File: src/rtl/mips_cpu_muldiv_iter.sv
// Iterative MIPS multiply/divide engine: shift-add MULT/MULTU and restoring
// DIV/DIVU over 32 CALC cycles, then one FIXUP cycle for sign correction.
// Results are registered into hi_out/lo_out with a one-cycle done pulse.
module mips_cpu_muldiv_iter #(
    parameter int WIDTH = 32
) (
    input  logic             clk,
    input  logic             reset,
    input  logic             start,
    input  logic [1:0]       op,
    input  logic [WIDTH-1:0] a,
    input  logic [WIDTH-1:0] b,
    output logic             busy,
    output logic             done,
    output logic [WIDTH-1:0] hi_out,
    output logic [WIDTH-1:0] lo_out
);

    localparam int CW = $clog2(WIDTH);
    localparam logic [CW-1:0] LAST = CW'(WIDTH - 1);

    // op[0]: 1 = multiply, 0 = divide; op[1]: 1 = signed
    typedef enum logic [1:0] {
        S_IDLE,
        S_CALC,
        S_FIXUP,
        S_DONE
    } state_t;

    state_t             state_q, state_d;
    logic [CW-1:0]      cnt_q, cnt_d;
    logic               is_mul_q, is_mul_d;
    logic               sign_a_q, sign_a_d;
    logic               sign_b_q, sign_b_d;
    logic [WIDTH-1:0]   a_mag_q, a_mag_d;
    logic [WIDTH-1:0]   b_mag_q, b_mag_d;
    logic [2*WIDTH-1:0] acc_q, acc_d;
    logic               done_q, done_d;
    logic [WIDTH-1:0]   hi_q, hi_d;
    logic [WIDTH-1:0]   lo_q, lo_d;

    // datapath intermediates
    logic               accept;
    logic               a_neg, b_neg;
    logic [2*WIDTH-1:0] mul_addend;
    logic [2*WIDTH-1:0] mul_next;
    logic [WIDTH:0]     rem_sh;
    logic [WIDTH:0]     trial;
    logic [2*WIDTH-1:0] div_next;
    logic [WIDTH-1:0]   quo, rem;
    logic [WIDTH-1:0]   rem_fix;

    assign busy   = (state_q == S_CALC) || (state_q == S_FIXUP);
    assign done   = done_q;
    assign hi_out = hi_q;
    assign lo_out = lo_q;

    // A new operation is sampled in IDLE, or in DONE for back-to-back issue
    assign accept = start && ((state_q == S_IDLE) || (state_q == S_DONE));
    assign a_neg  = op[1] & a[WIDTH-1];
    assign b_neg  = op[1] & b[WIDTH-1];

    // One shift-add step (LSB-first) and one restoring-divide step
    always_comb begin
        mul_addend = b_mag_q[cnt_q] ? ({{WIDTH{1'b0}}, a_mag_q} << cnt_q) : '0;
        mul_next   = acc_q + mul_addend;

        // next dividend bit comes in MSB-first as the counter advances
        rem_sh = {acc_q[2*WIDTH-1:WIDTH], a_mag_q[LAST - cnt_q]};
        trial  = rem_sh - {1'b0, b_mag_q};
        if (trial[WIDTH]) begin
            div_next = {rem_sh[WIDTH-1:0], acc_q[WIDTH-2:0], 1'b0};
        end else begin
            div_next = {trial[WIDTH-1:0], acc_q[WIDTH-2:0], 1'b1};
        end

        quo = acc_q[WIDTH-1:0];
        rem = acc_q[2*WIDTH-1:WIDTH];
        // remainder takes the dividend's sign; with a zero divisor rem == |a|,
        // so this also restores the raw sampled a for the divide-by-zero result
        rem_fix = sign_a_q ? (~rem + 1'b1) : rem;
    end

    // Next-state, operand latching and result fixup
    always_comb begin
        state_d  = state_q;
        cnt_d    = cnt_q;
        is_mul_d = is_mul_q;
        sign_a_d = sign_a_q;
        sign_b_d = sign_b_q;
        a_mag_d  = a_mag_q;
        b_mag_d  = b_mag_q;
        acc_d    = acc_q;
        done_d   = 1'b0;
        hi_d     = hi_q;
        lo_d     = lo_q;

        case (state_q)
            S_IDLE, S_DONE: begin
                if (accept) begin
                    is_mul_d = op[0];
                    sign_a_d = a_neg;
                    sign_b_d = b_neg;
                    // 0x80000000 negates to itself, read back as unsigned 2^31
                    a_mag_d  = a_neg ? (~a + 1'b1) : a;
                    b_mag_d  = b_neg ? (~b + 1'b1) : b;
                    acc_d    = '0;
                    cnt_d    = '0;
                    state_d  = S_CALC;
                end else begin
                    state_d  = S_IDLE;
                end
            end
            S_CALC: begin
                acc_d = is_mul_q ? mul_next : div_next;
                cnt_d = cnt_q + 1'b1;
                if (cnt_q == LAST) begin
                    state_d = S_FIXUP;
                end
            end
            S_FIXUP: begin
                if (is_mul_q) begin
                    if (sign_a_q ^ sign_b_q) begin
                        {hi_d, lo_d} = ~acc_q + 1'b1;
                    end else begin
                        {hi_d, lo_d} = acc_q;
                    end
                end else if (b_mag_q == '0) begin
                    // forced divide-by-zero result, quotient not sign-corrected
                    lo_d = '1;
                    hi_d = rem_fix;
                end else begin
                    lo_d = (sign_a_q ^ sign_b_q) ? (~quo + 1'b1) : quo;
                    hi_d = rem_fix;
                end
                done_d  = 1'b1;
                state_d = S_DONE;
            end
            default: state_d = S_IDLE;
        endcase
    end

    // State and result registers; reset discards any in-flight operation
    always_ff @(posedge clk) begin
        if (reset) begin
            state_q  <= S_IDLE;
            cnt_q    <= '0;
            is_mul_q <= 1'b0;
            sign_a_q <= 1'b0;
            sign_b_q <= 1'b0;
            a_mag_q  <= '0;
            b_mag_q  <= '0;
            acc_q    <= '0;
            done_q   <= 1'b0;
            hi_q     <= '0;
            lo_q     <= '0;
        end else begin
            state_q  <= state_d;
            cnt_q    <= cnt_d;
            is_mul_q <= is_mul_d;
            sign_a_q <= sign_a_d;
            sign_b_q <= sign_b_d;
            a_mag_q  <= a_mag_d;
            b_mag_q  <= b_mag_d;
            acc_q    <= acc_d;
            done_q   <= done_d;
            hi_q     <= hi_d;
            lo_q     <= lo_d;
        end
    end

endmodule

File: config.mk
export PLATFORM = sky130hd
export DESIGN_NAME = mips_cpu_muldiv_iter
export DESIGN_NICKNAME = d
export VERILOG_FILES = /design/src/rtl/mips_cpu_muldiv_iter.sv
export SDC_FILE = /design/constraint.sdc
export NUM_CORES = 1
export LEC_CHECK = 0
export BUFFER_PORTS_ARGS = -buffer_cell sky130_fd_sc_hd__buf_2
export CAP_MARGIN = 10
export CORE_MARGIN = 2
export CORE_UTILIZATION = 31
export DETAILED_ROUTE_END_ITERATION = 10
export MAX_ROUTING_LAYER = met4
export PLACE_DENSITY_LB_ADDON = 0.3
export SETUP_SLACK_MARGIN = 0.1
export SLEW_MARGIN = 20
export SYNTH_ARGS = -nofsm -noshare
export SYNTH_HDL_FRONTEND = slang
export SYNTH_SLANG_ARGS = --single-unit
export TNS_END_PERCENT = 5
File: constraint.sdc
create_clock -name clk -period 6.9 [get_ports clk]
set_clock_uncertainty 0.15 [all_clocks]
set_input_delay 0.345 -clock clk [delete_from_list [all_inputs] [get_ports clk]]
set_output_delay 0.345 -clock clk [all_outputs]
set_load 0.03 [all_outputs]
==> results of run 1 <==
-- per-stage QoR --
step / worst slack (ns) / hold WS, ns
2_1_floorplan: 1.62 / 0.304
3_3_place_gp: 0.827 / 0.321
3_5_place_dp: 0.670 / 0.324
4_1_cts: 0.661 / 0.00173
5_1_grt: 0.229 / 0.0218
6_report: 0.644 / 0.0260
-- worst min-delay path by stage --
stage                     slack [ns]          end  cells past startpoint
after floorplan                 0.30  a_mag_q[30]                      2
after global placement          0.32    hi_out[1]                      2
after detailed placement        0.32   hi_out[30]                      2
after CTS                      0.002   a_mag_q[6]                      3
after global routing            0.02   a_mag_q[6]                      3
final                           0.03   a_mag_q[6]                      3
-- cells in the mapped netlist (all sizes together) (20+ instances only) --
library cell  number  area share, %
a211oi           118            4.8
a21o              57            2.3
a21oi            198            5.3
a22oi             36            1.5
a311oi            25            1.2
a31oi             27           0.91
and3              21           0.71
buf               32           0.79
clkbuf           135            2.7
dfxtp            203             22
ha               103            7.0
inv               82            1.7
mux2              35            2.1
mux2i             64            3.5
mux4              35            4.3
nand2            192            3.9
nand3             34           0.92
nand4             33            1.1
nor2             355            7.2
nor2b             20           0.67
nor3              51            1.4
nor4              23           0.86
o21ai            129            3.5
o21bai            20           0.83
or3               29           0.98
xnor2            111            5.2
xor2              76            3.6
-- logic make-up (layout without fill, tap and decap cells) --
kind of cell               count (synthesis)  count (layout)  share of synthesized area [%]
DFF                                      203             203                           21.9
AOI/OAI and AO/OA                        741             741                           26.5
buffers and inverters                    250             335                           5.20
and+or+nand+nor                          830             830                           20.5
muxes                                    134             134                           9.85
xor gates and xnor gates                 187             187                           8.83
adders and majority gates                105             105                           7.17
-- layout by cell type (no fill, tap or decap), types with 10 or more instances in the layout --
cell / synthesis / routed
inv_1: 82 / 82
nand4_1: 33 / 33
o21a_1: 10 / 10
o31ai_1: 15 / 15
nor3b_1: 10 / 10
nand3_1: 34 / 34
xor2_1: 76 / 76
buf_4: 0 / 31
nor3_1: 51 / 50
ha_1: 103 / 102
a21oi_1: 198 / 197
a311oi_1: 25 / 25
dfxtp_1: 203 / 199
a211oi_1: 117 / 117
or3_1: 29 / 29
a22oi_1: 36 / 36
a21o_1: 57 / 57
mux2_2: 20 / 20
nand2_1: 192 / 192
dlygate4sd3_1: 0 / 39
mux2i_1: 64 / 64
mux4_2: 35 / 35
o41ai_1: 10 / 10
nor4_1: 22 / 22
mux2_1: 14 / 14
xnor2_1: 111 / 109
nor2b_1: 20 / 20
a31oi_1: 27 / 27
o21ai_0: 116 / 115
o21bai_1: 19 / 19
or4_1: 10 / 10
o21ai_1: 13 / 13
nand2b_1: 15 / 15
buf_2: 9 / 133
and3_1: 21 / 21
o211ai_1: 10 / 10
clkbuf_16: 0 / 26
nor2_1: 355 / 354
-- state kept, by name, summed over array words and instances, names as in the netlist --
register  cells
sign_b_q      1
hi_out       32
state_q       2
cnt_q         5
is_mul_q      1
sign_a_q      1
done          1
lo_out       32
acc_q        64
a_mag_q      32
b_mag_q      32
-- layer usage --
layer	up-vias	track usage, %	share of wire (%)
met5	-	-	0
li1	9150	-	-
met1	8929	31.8	50
met3	104	2.47	5.8
met2	631	32.0	42
met4	0	4.98	2.4
-- power by group through the flow --
stage,registers [mW],clock network (mW),logic [mW]
finish,1.76,1.50,2.98
global route,1.81,1.58,3.25
CTS,1.76,1.54,2.96
detailed placement,1.79,0,2.94
global placement,1.77,0,2.92
floorplan,1.90,0,1.87
-- cell type report --
| type | instances | area (um^2) | share of cell area (%) |
|---|---|---|---|
| Timing Repair Buffer | 205 | 1310 | 6.20 |
| Multi-Input combinational cell | 1997 | 13600 | 64.1 |
| Inverter | 83 | 312 | 1.47 |
| Tap cell | 773 | 967 | 4.57 |
| Sequential cell | 203 | 4070 | 19.2 |
| Clock buffer | 35 | 734 | 3.47 |
| Clock inverter | 12 | 205 | 0.970 |
-- worst reg2reg max path, cell delays in order, from the launching register on --
cell and delay, ns:
dfxtp_2 0.82, buf_4 0.39, mux4_2 0.55, mux2i_1 0.28, mux2_2 0.23, mux2_2 0.20, ha_1 0.17, inv_1 0.06
fa_1 0.43, a211oi_2 0.23, o21bai_2 0.13, o2111ai_4 0.25, a31o_4 0.21, o22ai_1 0.09, a2111oi_2 0.47, xnor2_2 0.15
buf_4 0.49, mux2_1 0.40, a222oi_1 0.33, nor2_1 0.07
-- what timing repair did --
action | CTS | global route
endpoints found under the hold margin | 39 | 0
hold buffers | 39 | 0
setup endpoints to repair | 0 | 0
==> results by group, run 1 <==
Logic synthesis
  – EDFF count, synth: 0
  – Mapped cell area: roughly 19000 um^2
  – Syn Nets: 2624
  – Fraction of registers with async set/reset: 0%
  – Ys flop type: dfxtp_1
  – Number of distinct library cells after synthesis: about 80
  – Syn_area_per_cell: around 7.6 um^2
  – Synthesis Warnings: 0
  – Syn Inst Count: ~2.5k
  – Synth Register Bits: roughly 200
  – Sequential fraction of the synthesis area: 21.9%

Route
  – Total number of vias: ~19k
  – Post-DRT Antenna Nets: 0
  – Drt drc: 0
  – Vias per cell: 5.69
  – Drt wl/cell: between 20 and 25 um
  – Iter 0 DRT Violations: approximately 1.7k
  – Total Wirelength: between 60000 and 70000 um
  – Pre-antenna DRT Iters: 6

Pwr
  – Tot Pwr: approximately 6.2 mW
  – Clock group share of total power: 24.0%
  – Switching Share: between 40% and 50%
  – P_sw: 2.81 mW
  – Max rail drop VDD: between 0.15 and 0.2 mV
  – Internal power: 3.44 mW
  – Power Dens Cells: about 300 nW/um^2
  – Static leakage: 8.31 nW
  – Comb power frac: 47.7%
  – Sequential Power Share: 28.2%

Critical path
  – Worst path depth: 19
  – Crit path capture type: register
  – Critical path endpoint: acc_q[37]
  – R2R Path End: acc_q[37]
  – Largest delay share family, worst path: compound AO/OA/AOI/OAI gates
  – FF-to-FF Start: cnt_q[0]
  – Req. time, crit path: between 7 and 8 ns
  – Critical-path cell list: buf_4 -> mux4_2 -> mux2i_1 -> mux2_2 -> mux2_2 -> ha_1 -> inv_1 -> fa_1 -> a211oi_2 -> o21bai_2 -> o2111ai_4 -> a31o_4 -> o22ai_1 -> a2111oi_2 -> xnor2_2 -> buf_4 -> mux2_1 -> a222oi_1 -> nor2_1
  – Crit path launch: cnt_q[0]
  – R2R cell count: 19
  – Critical path start-end classification: register to register
  – Startpoint types: register
  – R2r setup slk: roughly 0.64 ns
  – Buffer and inverter count on the worst path: 3
  – Crit-path max FO: 38
  – Critical Path Max Stage Delay: slightly above 0.8 ns
  – Worst EP arrival: 6.52 ns
  – Slowest stage cell, crit path: dfxtp_2

Cells and area
  – N_diodes: 0
  – Post-route cell area: around 21000 um^2
  – Share of cells above drive strength 1: between 10% and 20%
  – Final #Nets: around 2.7k
  – Post-Layout Cell Count: 3308
  – Syn-to-layout area delta: 14.1%
  – Final core occ: 35.9%
  – Filler Cell Count: ~6.2k

Global route
  – First-pass GRT wire length: between 100000 and 150000 um
  – Initial antenna violation count: 0
  – GRT Resource Usage Total: between 20% and 30%
  – Largest net degree at the start of global routing: between 100 and 150
  – GRT overflow: 0
  – Vias in the first global route: about 18k

Floorplanning
  – I/O pin count: between 100 and 150
  – Core Region: roughly 59000 um^2
  – Rows: 89
  – Die area: 61800 um^2
  – Die H: between 200 and 250 um
  – DIE WIDTH: between 200 and 250 um
  – Starting Density: about a third

Placement
  – Post-detail-place hpwl: 53600 um
  – Placed Cells: ~3.2k
  – GPL Wtd Cong: just under 1
  – Port buffer count: 134
  – Area after DPL: approximately 20000 um^2

Clocking
  – CTS tree: built
  – Post-CTS Repair Setup Buffers: 0
  – Clk Latency, worst-skew pair: ~0.57 ns
  – Clk sinks: approximately 200
  – Clock Tree Buf Depth: 3
  – Htree depth: 1
  – CTS Buf Count: 26
  – Clock-pin slew on the worst setup and hold paths: roughly 0.06 ns
  – Clock root buffer: clkbuf_16
  – Post-cts resize count: 0

Min path
  – HP Start: a[6]
  – Tightest Hold Check Type: input port to register

Timing
  – Final period utilization: about nine tenths
  – Final hold violations: 0
  – RSZ-0062 raised after global routing: false
  – Setup TNS: 0 ns
  – Max Freq: between 150 and 200 MHz
  – Worst slew pin tran: 1.13 ns
  – Max-slew violations: 0
  – Final setup violation count: 0
  – Min cycle time layout: 6.26 ns
  – Rel. slew slack: a little under a quarter

Status
  – Status: finished clean

Flow run
  – Max_cap viols: 0
Note: power is estimated with default switching activity, not from simulation.
==> run 2: changes to the inputs <==
Settings changed: CTS_BUF_LIST set to sky130_fd_sc_hd__clkbuf_2.
Clock period 6.9 ns to 7.2 ns, I/O delays scaled along.
==> results by group, run 2 (synthesis gave the netlist of run 1 again) <==
Global route
  – GRT overflow: 0 (unchanged)
  – Initial antenna violation count: 1 (+1)
  – Vias in the first global route: 19.0k (+6.0%)
  – First-pass GRT wire length: 109000 um (+3.4%)
  – Largest net degree at the start of global routing: 114 (-10%)
  – GRT Resource Usage Total: 22.6% (+0.75 points)

Floorplanning
  – I/O pin count: 135 (unchanged)
  – Core Region: 59000 um^2 (unchanged)
  – DIE WIDTH: 249 um (unchanged)
  – Rows: 89 (unchanged)
  – Starting Density: 31.4% (unchanged)
  – Die H: 249 um (unchanged)
  – Die area: 61800 um^2 (unchanged)

Cells and area
  – Commonest non-fill, non-tap cell in the layout: nor2_1
  – Area of the multi-input gates: 13600 um^2 (about the same)
  – Share of cells above drive strength 1: 12.7% (+0.81 points)
  – Largest reg by FF count: acc_q
  – Largest register FFs: 64 (unchanged)
  – Filler Cell Count: 6312 (+1.2%)
  – Final #Nets: 2868 (+6.6%)
  – FF+latch area: 4070 um^2 (unchanged)
  – Syn-to-layout area delta: 20.1%
  – Commonest non-fill, non-tap cells in the layout: nor2_1 (353), dfxtp_1 (199), a21oi_1 (197)

Timing
  – Worst slew pin tran: 1.04 ns (-0.0901 ns)
  – Final setup violation count: 0 (unchanged)
  – Setup TNS: 0 ns (unchanged)
  – RSZ-0062 raised after global routing: false
  – Final hold violations: 0 (unchanged)
  – Final period utilization: 87.8% (-2.9 points)
  – Min cycle time layout: 6.32 ns (+0.0625 ns)
  – Rel. slew slack: 30.5% (+7.0 points)
  – Max-slew violations: 0 (unchanged)
  – Fin worst setup slack: 0.881 ns (+0.237 ns)
  – Max Freq: 158 MHz (-0.99%)

Critical path
  – Crit path capture type: register
  – Worst EP arrival: 7.07 ns (+0.55 ns)
  – Crit path launch: cnt_q[0]
  – Crit-path max FO: 38 (unchanged)
  – R2r setup slk: 0.88 ns (+0.24 ns)
  – R2R cell count: 19 (unchanged)
  – Startpoint types: register
  – FF-to-FF Start: cnt_q[0]
  – Req. time, crit path: 7.95 ns (+0.79 ns)
  – Critical path start-end classification: register to register

Pwr
  – Clock group share of total power: 16.4% (-7.6 points)
  – Internal power: 2.90 mW (-15%)
  – Static leakage: 8.93 nW (+7.5%)
  – Comb power frac: 53.9% (+6.2 points)
  – P_sw: 2.70 mW (-3.7%)
  – Switching Share: 48.2% (+3.2 points)
  – Max rail drop VDD: 0.145 mV (-14%)
  – Sequential Power Share: 29.7% (+1.5 points)
  – Power Dens Cells: 252 nW/um^2 (-15%)

Clocking
  – Clk sinks: 203 (unchanged)
  – Clock root buffer: clkbuf_2
  – CTS tree: built
  – Htree depth: 2 (+1)
  – Clock Tree Buf Depth: 3 (unchanged)
  – Clock-pin slew on the worst setup and hold paths: 0.11 ns (+0.05 ns)
  – CTS Buf Count: 58 (+120%)
  – Post-CTS Repair Setup Buffers: 0 (unchanged)
  – Clk Latency, worst-skew pair: 1.04 ns (+0.47 ns)

Placement
  – Dpl ws: 0.861 ns (+0.191 ns)
  – Post-detail-place hpwl: 53600 um (about the same)
  – GPL Wtd Cong: 0.985 (+2.0%)
  – Port buffer count: 134 (unchanged)

Min path
  – Hold Path Cell Cnt: 4 (+1)
  – HP Start: b[2]
  – Tightest Hold Check Type: input port to register

Route
  – Pre-antenna DRT Iters: 5 (-1)
  – Iter 0 DRT Violations: 1590 (-4.0%)
  – Total Wirelength: 70400 um (+2.7%)
  – Vias per cell: 5.59 (-1.7%)
  – Met2 WL: 30800 um (+7.0%)
  – Routed wl met3: 3830 um (-3.0%)
  – Post-DRT Antenna Nets: 0 (unchanged)
  – Total number of vias: 19.6k (+4.3%)
  – Highest metal used: met4
  – Post-Route M1 WL: 34200 um (+0.20%)
  – Drt wl/cell: 20.1 um (-3.2%)
  – Drt drc: 0 (unchanged)

Status
  – Status: finished clean

Flow run
  – Max_cap viols: 0 (unchanged)
[run 2: cell types whose count changed in the layout (fill, tap and decap cells not counted), moves of 2 or more]
cell / delta
clkbuf_16: -26
clkbuf_8: -5
clkbuf_1: -4
buf_4: -4
clkbuf_2: +85
clkinvlp_4: -2
dlygate4sd3_1: +151
clkinv_2: +3
clkinv_1: +9
bufinv_16: -3
[run 2: power by group through the flow]
stage / Clock [mW] / Sequential, mW / Combinational (mW)
2_1_floorplan: 0 / 1.82 / 1.79
3_3_place_gp: 0 / 1.68 / 2.81
3_5_place_dp: 0 / 1.69 / 2.83
4_1_cts: 0.960 / 1.67 / 2.99
5_1_grt: 1.01 / 1.71 / 3.29
6_report: 0.920 / 1.67 / 3.02
[run 2: layer usage]
layer | global-route usage (%) | vias to the layer above
li1 | - | 9511
met1 | 31.6 | 9373
met2 | 34.1 | 655
met3 | 2.51 | 93
met4 | 6.52 | 0
met5 | - | -
[run 2: critical path: stages (launching register included)]
cell and delay (ns):
dfxtp_2 0.84, buf_4 0.38, mux4_2 0.56, mux2i_1 0.27, mux2_2 0.23, mux2_2 0.19
ha_1 0.18, inv_1 0.06, fa_1 0.43, a211oi_2 0.24, o21bai_2 0.13, o2111ai_4 0.25
a31o_4 0.21, o22ai_1 0.09, a2111oi_2 0.48, xnor2_2 0.15, buf_4 0.50, mux2_1 0.38
a222oi_1 0.35, nor2_1 0.07
[run 2: worst paths after layout]
path | end
worst max-delay path | acc_q[37]
worst min-delay path | b_mag_q[2]
worst max register to register | acc_q[37]
worst min register to register | hi_out[18]
[run 2: through the flow]
stage                     instance area (um^2)  util, %  instances  power (mW)  hold WS (ns)
after global routing                     22300     37.7       3510        6.01        0.0821
after CTS                                22300     37.7       3509        5.62       0.00603
after global placement                   19800     33.5       3217        4.49         0.308
after detailed placement                 19800     33.6       3217        4.52         0.310
final                                    22300     37.7       3510        5.61         0.106
after floorplan                          18500        -       2450        3.61         0.304
[run 2: cell type report]
cell class | count | area share (%)
sequential | 203 | 18.3
clock buffer | 85 | 1.91
antenna | 1 | 0.0112
clock inverter | 17 | 0.557
timing repair buffer | 351 | 12.5
tap | 773 | 4.35
multi-input combinational | 1997 | 61.0
inverter | 83 | 1.40
[run 2: repair_timing]
action	4_1_cts	5_1_grt
resized for setup	0	0
hold buffers	190	0
hold endpoints to repair	94	0
